File: src/rtl/cpu_ctrl_pkg.sv
// Shared definitions for the load/store control sequencer.
// Contents: sequencer state encoding, decoded instruction class, the
// registered strobe bundle, default opcode constants and a helper that
// maps a state to the strobes it drives.
package cpu_ctrl_pkg;

  localparam int         DEF_OPCODE_W = 5;
  localparam logic [4:0] DEF_OP_LD    = 5'b00000;
  localparam logic [4:0] DEF_OP_LDI   = 5'b00001;
  localparam logic [4:0] DEF_OP_ST    = 5'b00010;
  localparam int         WAIT_W       = 4;

  typedef enum logic [3:0] {
    T0   = 4'd0,
    T1   = 4'd1,
    T2   = 4'd2,
    T3   = 4'd3,
    T4   = 4'd4,
    T5   = 4'd5,
    T6   = 4'd6,
    T7   = 4'd7,
    HALT = 4'd8
  } state_e;

  typedef enum logic [1:0] {
    OPC_LD  = 2'd0,
    OPC_LDI = 2'd1,
    OPC_ST  = 2'd2,
    OPC_BAD = 2'd3
  } op_class_e;

  // Strobes that depend only on state (plus first-cycle and captured class).
  // The T3 decode strobes are not in here; they follow the live IR.
  typedef struct packed {
    logic pc_out;
    logic mar_in;
    logic inc_pc;
    logic z_in;
    logic pc_in;
    logic read;
    logic mdr_in;
    logic mdr_out;
    logic ir_in;
    logic gra;
    logic rin;
    logic rout;
    logic zlo_out;
    logic cout;
    logic alu_add;
    logic write;
  } strobe_t;

  // first: set only in the first cycle of a multi-cycle memory state.
  function automatic strobe_t state_strobes(input state_e s, input logic first,
                                            input op_class_e op);
    strobe_t r;
    r = '0;
    case (s)
      T0: begin
        r.pc_out = 1'b1;
        r.mar_in = 1'b1;
        r.inc_pc = 1'b1;
        r.z_in   = 1'b1;
      end
      T1: begin
        r.read    = 1'b1;
        r.mdr_in  = 1'b1;
        r.zlo_out = first;
        r.pc_in   = first;
      end
      T2: begin
        r.mdr_out = 1'b1;
        r.ir_in   = 1'b1;
      end
      T4: begin
        r.cout    = 1'b1;
        r.alu_add = 1'b1;
        r.z_in    = 1'b1;
      end
      T5: begin
        r.zlo_out = 1'b1;
        if (op == OPC_LDI) begin
          r.gra = 1'b1;
          r.rin = 1'b1;
        end else begin
          r.mar_in = 1'b1;
        end
      end
      T6: begin
        if (op == OPC_ST) begin
          r.gra    = 1'b1;
          r.rout   = 1'b1;
          r.mdr_in = 1'b1;
        end else begin
          r.read   = 1'b1;
          r.mdr_in = 1'b1;
        end
      end
      T7: begin
        if (op == OPC_ST) begin
          r.write = 1'b1;
        end else begin
          r.mdr_out = 1'b1;
          r.gra     = 1'b1;
          r.rin     = 1'b1;
        end
      end
      default: ;
    endcase
    return r;
  endfunction

endpackage

File: src/rtl/mem_wait_counter.sv
// Memory wait counter: counts 0..LIMIT while a memory phase is active.
// Ports: Clock, Reset (async active-low), load (clear to 0), count
// (advance by one), done (count has reached LIMIT).
module mem_wait_counter
  import cpu_ctrl_pkg::*;
#(
  parameter int              W     = WAIT_W,
  parameter logic [W-1:0]    LIMIT = '0
) (
  input  logic Clock,
  input  logic Reset,
  input  logic load,
  input  logic count,
  output logic done
);

  logic [W-1:0] cnt;

  always_ff @(posedge Clock or negedge Reset) begin
    if (!Reset) begin
      cnt <= '0;
    end else if (load) begin
      cnt <= '0;
    end else if (count) begin
      cnt <= cnt + 1'b1;
    end
  end

  assign done = (cnt == LIMIT);

endmodule

File: src/rtl/ldst_control_sequencer.sv
// Moore control unit for instruction fetch and ld / ldi / st.
// Ports: Clock, Reset (async active-low), IRregister (instruction word),
// Stop (halt at next instruction boundary); datapath strobes out,
// Run (low in HALT), IllegalOp (pulse in T3 on unknown opcode),
// StateOut (current state encoding).
//
// state | meaning
// T0    | PC to MAR, increment PC into Z
// T1    | memory read of instruction (MEM_WAIT+1 cycles), Z to PC first cycle
// T2    | MDR to IR
// T3    | decode; base register (or 0) into Y, or flag illegal opcode
// T4    | Y + sign-extended C into Z (effective address / immediate)
// T5    | ldi: Z to Ra; ld/st: Z to MAR
// T6    | ld: memory read (MEM_WAIT+1 cycles); st: Ra into MDR
// T7    | ld: MDR to Ra; st: memory write (MEM_WAIT+1 cycles)
// HALT  | stopped between instructions, no strobes, Run low
module ldst_control_sequencer
  import cpu_ctrl_pkg::*;
#(
  parameter int                  OPCODE_W = DEF_OPCODE_W,
  parameter int                  MEM_WAIT = 0,
  parameter logic [OPCODE_W-1:0] OP_LD    = OPCODE_W'(DEF_OP_LD),
  parameter logic [OPCODE_W-1:0] OP_LDI   = OPCODE_W'(DEF_OP_LDI),
  parameter logic [OPCODE_W-1:0] OP_ST    = OPCODE_W'(DEF_OP_ST)
) (
  input  logic        Clock,
  input  logic        Reset,
  input  logic [31:0] IRregister,
  input  logic        Stop,
  output logic        PCout,
  output logic        MARin,
  output logic        IncPC,
  output logic        Zin,
  output logic        PCin,
  output logic        Read,
  output logic        MDRin,
  output logic        MDRout,
  output logic        IRin,
  output logic        Gra,
  output logic        Grb,
  output logic        Rin,
  output logic        Rout,
  output logic        BAout,
  output logic        Yin,
  output logic        Cout,
  output logic        ZLOout,
  output logic        Write,
  output logic        AluAdd,
  output logic        Run,
  output logic        IllegalOp,
  output logic [3:0]  StateOut
);

  state_e    state;
  strobe_t   strb;
  op_class_e op_q;
  op_class_e live_cls;
  logic      run_q;
  logic      started;
  logic      wait_phase;
  logic      wait_done;
  state_e    t0_target;

  logic [OPCODE_W-1:0] opcode;
  logic                unused_ir_bits;

  assign opcode         = IRregister[31 -: OPCODE_W];
  assign unused_ir_bits = ^IRregister[31-OPCODE_W:0];

  always_comb begin
    live_cls = OPC_BAD;
    if (opcode == OP_LD)       live_cls = OPC_LD;
    else if (opcode == OP_LDI) live_cls = OPC_LDI;
    else if (opcode == OP_ST)  live_cls = OPC_ST;
  end

  // Every instruction boundary re-checks Stop.
  assign t0_target = Stop ? HALT : T0;

  assign wait_phase = (state == T1)
                    | ((state == T6) & (op_q == OPC_LD))
                    | ((state == T7) & (op_q == OPC_ST));

  mem_wait_counter #(
    .W    (WAIT_W),
    .LIMIT(WAIT_W'(MEM_WAIT))
  ) u_wait (
    .Clock(Clock),
    .Reset(Reset),
    .load (~wait_phase),
    .count(wait_phase & ~wait_done),
    .done (wait_done)
  );

  // Strobes for the next state are registered on the transition edge, so
  // they line up with StateOut. The first edge after reset performs the
  // initial T0 entry (reset itself leaves all strobes low).
  always_ff @(posedge Clock or negedge Reset) begin
    if (!Reset) begin
      state   <= T0;
      strb    <= '0;
      op_q    <= OPC_BAD;
      run_q   <= 1'b1;
      started <= 1'b0;
    end else if (!started) begin
      started <= 1'b1;
      state   <= t0_target;
      strb    <= state_strobes(t0_target, 1'b1, op_q);
      run_q   <= ~Stop;
    end else begin
      case (state)
        T0: begin
          state <= T1;
          strb  <= state_strobes(T1, 1'b1, op_q);
        end
        T1: begin
          if (wait_done) begin
            state <= T2;
            strb  <= state_strobes(T2, 1'b1, op_q);
          end else begin
            strb  <= state_strobes(T1, 1'b0, op_q);
          end
        end
        T2: begin
          state <= T3;
          strb  <= state_strobes(T3, 1'b1, op_q);
        end
        T3: begin
          if (live_cls != OPC_BAD) begin
            op_q  <= live_cls;
            state <= T4;
            strb  <= state_strobes(T4, 1'b1, live_cls);
          end else begin
            state <= t0_target;
            strb  <= state_strobes(t0_target, 1'b1, op_q);
            run_q <= ~Stop;
          end
        end
        T4: begin
          state <= T5;
          strb  <= state_strobes(T5, 1'b1, op_q);
        end
        T5: begin
          if (op_q == OPC_LDI) begin
            state <= t0_target;
            strb  <= state_strobes(t0_target, 1'b1, op_q);
            run_q <= ~Stop;
          end else begin
            state <= T6;
            strb  <= state_strobes(T6, 1'b1, op_q);
          end
        end
        T6: begin
          if (op_q == OPC_LD && !wait_done) begin
            strb  <= state_strobes(T6, 1'b0, op_q);
          end else begin
            state <= T7;
            strb  <= state_strobes(T7, 1'b1, op_q);
          end
        end
        T7: begin
          if (op_q == OPC_ST && !wait_done) begin
            strb  <= state_strobes(T7, 1'b0, op_q);
          end else begin
            state <= t0_target;
            strb  <= state_strobes(t0_target, 1'b1, op_q);
            run_q <= ~Stop;
          end
        end
        HALT: begin
          if (!Stop) begin
            state <= T0;
            strb  <= state_strobes(T0, 1'b1, op_q);
            run_q <= 1'b1;
          end
        end
        default: begin
          state <= T0;
          strb  <= '0;
          run_q <= 1'b1;
        end
      endcase
    end
  end

  // IR is only loaded at the end of T2, so the decode strobes in T3 follow
  // the live IR rather than a value registered before it was valid.
  logic in_t3;
  logic legal;
  assign in_t3 = (state == T3);
  assign legal = (live_cls != OPC_BAD);

  assign PCout     = strb.pc_out;
  assign MARin     = strb.mar_in;
  assign IncPC     = strb.inc_pc;
  assign Zin       = strb.z_in;
  assign PCin      = strb.pc_in;
  assign Read      = strb.read;
  assign MDRin     = strb.mdr_in;
  assign MDRout    = strb.mdr_out;
  assign IRin      = strb.ir_in;
  assign Gra       = strb.gra;
  assign Rin       = strb.rin;
  assign Rout      = strb.rout;
  assign ZLOout    = strb.zlo_out;
  assign Cout      = strb.cout;
  assign AluAdd    = strb.alu_add;
  assign Write     = strb.write;
  assign Grb       = in_t3 & legal;
  assign BAout     = in_t3 & legal;
  assign Yin       = in_t3 & legal;
  assign IllegalOp = in_t3 & ~legal;
  assign Run       = run_q;
  assign StateOut  = state;

endmodule
File: config.mk
export PLATFORM = sky130hd
export DESIGN_NAME = ldst_control_sequencer
export DESIGN_NICKNAME = d
export VERILOG_FILES = /design/src/rtl/cpu_ctrl_pkg.sv /design/src/rtl/mem_wait_counter.sv /design/src/rtl/ldst_control_sequencer.sv
export SDC_FILE = /design/constraint.sdc
export NUM_CORES = 1
export LEC_CHECK = 0
export CAP_MARGIN = 10
export CORE_MARGIN = 2
export CORE_UTILIZATION = 48
export CTS_CLUSTER_DIAMETER = 80
export DETAILED_ROUTE_END_ITERATION = 10
export GPL_ROUTABILITY_DRIVEN = 0
export PLACE_DENSITY = 0.85
export SYNTH_ARGS = -nofsm -noshare
export SYNTH_HDL_FRONTEND = slang
export SYNTH_HIERARCHICAL = 1
export SYNTH_SLANG_ARGS = --single-unit
File: constraint.sdc
create_clock -name Clock -period 6.7 [get_ports Clock]
set_input_delay 1.005 -clock Clock [delete_from_list [all_inputs] [get_ports Clock]]
set_output_delay 1.005 -clock Clock [all_outputs]
set_load 0.01 [all_outputs]
==> flow_summary.toml <==
[run_status]
status = "finished clean"

[critical_path]
crit_path_max_fanout = 6
cp_slowest_cell = "clkdlybuf4s50_1"
worst_ep_required_time_ps = 5690
worstSetupPathType = "primary input to output port"
start_kind = "primary input"
arrival_ps = 2890
critPathMaxStageDelay_ps = 570
crit_family = "buffers and inverters"
crit_buf_inv = 2
crit_path_end_kind = "output port"
cp_cell_sequence = "clkdlybuf4s50_1 -> a2111oi_4 -> and2b_1 -> clkdlybuf4s50_1"
crit_top_cell = "clkdlybuf4s50_1"

[sta]
whs_ps = 504
tns_ps = 0
hold_viol = 0
max_freq_mhz = 257
drv_slew = 0
setup_viol = 0
fin_crit_ps = 3900
maxSlewHeadroom_pct = 31.6
skew_ps = 8.53
worstMarginPinSlew_ps = 1020
finalCritPeriodShare_pct = 58.2
rsz0062_at_grt = "no"

[power_and_ir_drop]
p_switching_uw = 88.5
combPwrFrac_pct = 16.4
pwr-share-seq_pct = 51.1
power-per-cell-area_nw_per_um2 = 167
ir_drop_mv = 0.128
p_sw_share_pct = 25.8
power.internal_uw = 255
p_leak_uw = 0.000884
clockPowerShare_pct = 32.4

[clocking]
cts_root_buf = "clkbuf_4"
cts.repair.resized = 0
htreeDepth = 1
clock-sinks = 26
cts_made_buffers = 3
post_cts_buffers = 0
path_clk_slew_ps = 140
clkLatencyLatePin_ps = 340
cts_hold_buf = 0
clock_path_buffers = 2
cts_tree = "yes"

[layout]
n_antenna_cell = 0
fin_nets = 250
syn2layout_area_growth_pct = 21.3
fin_area_um2 = 2050
final_util_pct = 61.0
drive_gt1_share_pct = 8.33
layout.cells.non_filler = 250

[route]
dr.pass1.iters = 4
ant_nets = 0
wl_per_cell_um = 14.5
drt-vias-per-instance = 5.76
drt_iter0_drc = 91
routed-via-count = 1440
post-route-drc-count = 0
routed_wirelength_um = 3630

[global_route]
grt.busiest_layer = "met2"
grt_pass1_wl_um = 6430
grtUsageTotal_pct = 20.1
grtUsageMet2_pct = 30.9
met1_usage_pct = 27.8
first_global_vias = 1389
use_met3_pct = 5.00
antenna_found_initial = 0
grt_max_degree = 27
grt_overflow_total = 0

[synth]
seq_area_frac_synth_pct = 38.7
syn-num-nets = 226
synthDistinctLibCells = 52
synth_common_cells = "23 x dfrtp_1, 14 x a21oi_1, 14 x nand2_1, 13 x nor2_1"
yosysMostFrequentCell = "dfrtp_1"
syn_inst = 181
ys_top_cells_by_area = "dfrtp_1 34%, ha_1 7.4%, dfstp_2 4.7%"
avgSynthCellArea_um2 = 9.34
synth_enable_flop_cells = 0
async_flop_share_pct = 100
syn-cell-area_um2 = 1690
yosys_warnings = 6
synth_ff_type = "dfrtp_1"
synth_top_cell_area_share_pct = 34.0
synth_top_cell_by_area = "dfrtp_1"
ys_seq_elements = 26

[floorplan]
top_level_ports = 60
die_area_um2 = 4010
die_h_um = 63.3
initial_core_util_pct = 50.3
coreArea_um2 = 3360
num_rows = 21
die_x_um = 63.3

[placed_design]
port_buffers = 32
place_inst = 246
place_area_um2 = 2000
post-dp-hpwl_um = 2640

[worst_hold_path]
min_path_type = "flip-flop to flip-flop"

[flow_run]
max_cap_viol_count = 0
area by class of cell:
class                           instances  area (um^2)
Clock buffer                            3         22.5
Clock inverter                          1         30.0
Fill cell                             316         1310
Inverter                               10         37.5
Multi-Input combinational cell        131          921
Sequential cell                        26          654
Tap cell                               46         57.6
Timing Repair Buffer                   33          328
cells in the final DEF (no fill, tap or decap), types with 2 or more instances in the layout:
master,count
and3b_1,2
ha_1,10
mux2i_1,3
and3_1,2
a21o_1,2
a22o_1,5
o31ai_1,5
clkdlybuf4s50_1,32
o22a_1,2
inv_1,10
nand2_1,14
nor2_1,13
o21ai_0,7
nand2b_1,8
o22ai_1,2
nor2b_1,3
nand3b_1,2
a21oi_1,14
dfrtp_1,23
dfstp_2,3
nand3_1,4
nor4_1,4
nand4bb_1,2
clkbuf_4,3
kinds of logic after synthesis:
logic type,after synthesis,synth area share (%)
AND/OR/NAND/NOR,65,22.4
AO/OA/AOI/OAI,50,21.3
flip-flops,26,38.7
buffers and inverters,24,6.81
adder cells (fa/ha/maj),10,7.40
multiplexers,4,2.66
other,1,0.222
XOR/XNOR,1,0.518
power by group through the flow:
stage                     clock (uW)  sequential (uW)  combinational (uW)
after floorplan                    0              175                30.7
after global placement             0              178                55.4
after detailed placement           0              178                56.7
after CTS                        114              175                56.9
after global routing             119              177                61.9
final                            111              176                56.4
path summary, 6_finish.rpt:
check                                    start           to  slack [ps]  depth (start not counted)
worst max-delay path            IRregister[27]          Yin        2800                          4
worst min-delay path                      Rout         Rout         500                          2
worst max register to register   u_wait/cnt[0]          Gra        4090                          9
worst min register to register            Rout         Rout         500                          2
max in group asynchronous                Reset      op_q[1]        5380                          2
min in group asynchronous                Reset  StateOut[3]        1010                          2
layer usage:
layer | routed length (um) | vias to the layer above
met2 | 1730 | 53
li1 | - | 687
met3 | 224 | 10
met1 | 1590 | 690
met4 | 71 | 0
met5 | 0 | -
flip-flops by register name (all words and copies together) (netlist names):
register	flops
Rin	1
u_wait/cnt	4
started	1
PCin	1
IRin	1
PCout	1
Write	1
MDRout	1
StateOut	4
Rout	1
MARin	1
ZLOout	1
MDRin	1
Read	1
Cout	1
Zin	1
op_q	2
Gra	1
Run	1
worst min-delay path, stage by stage (launching register included):
cell     delay (ps)
dfrtp_1         370
nand2_1          50
o21ai_0          60
stage by stage:
step           power, uW  setup WS [ps]
3_5_place_dp         235           2820
2_1_floorplan        206           3850
6_report             343           2800
5_1_grt              358           2720
4_1_cts              346           2820
3_3_place_gp         233           2870
Note: power is estimated with default switching activity, not from simulation.
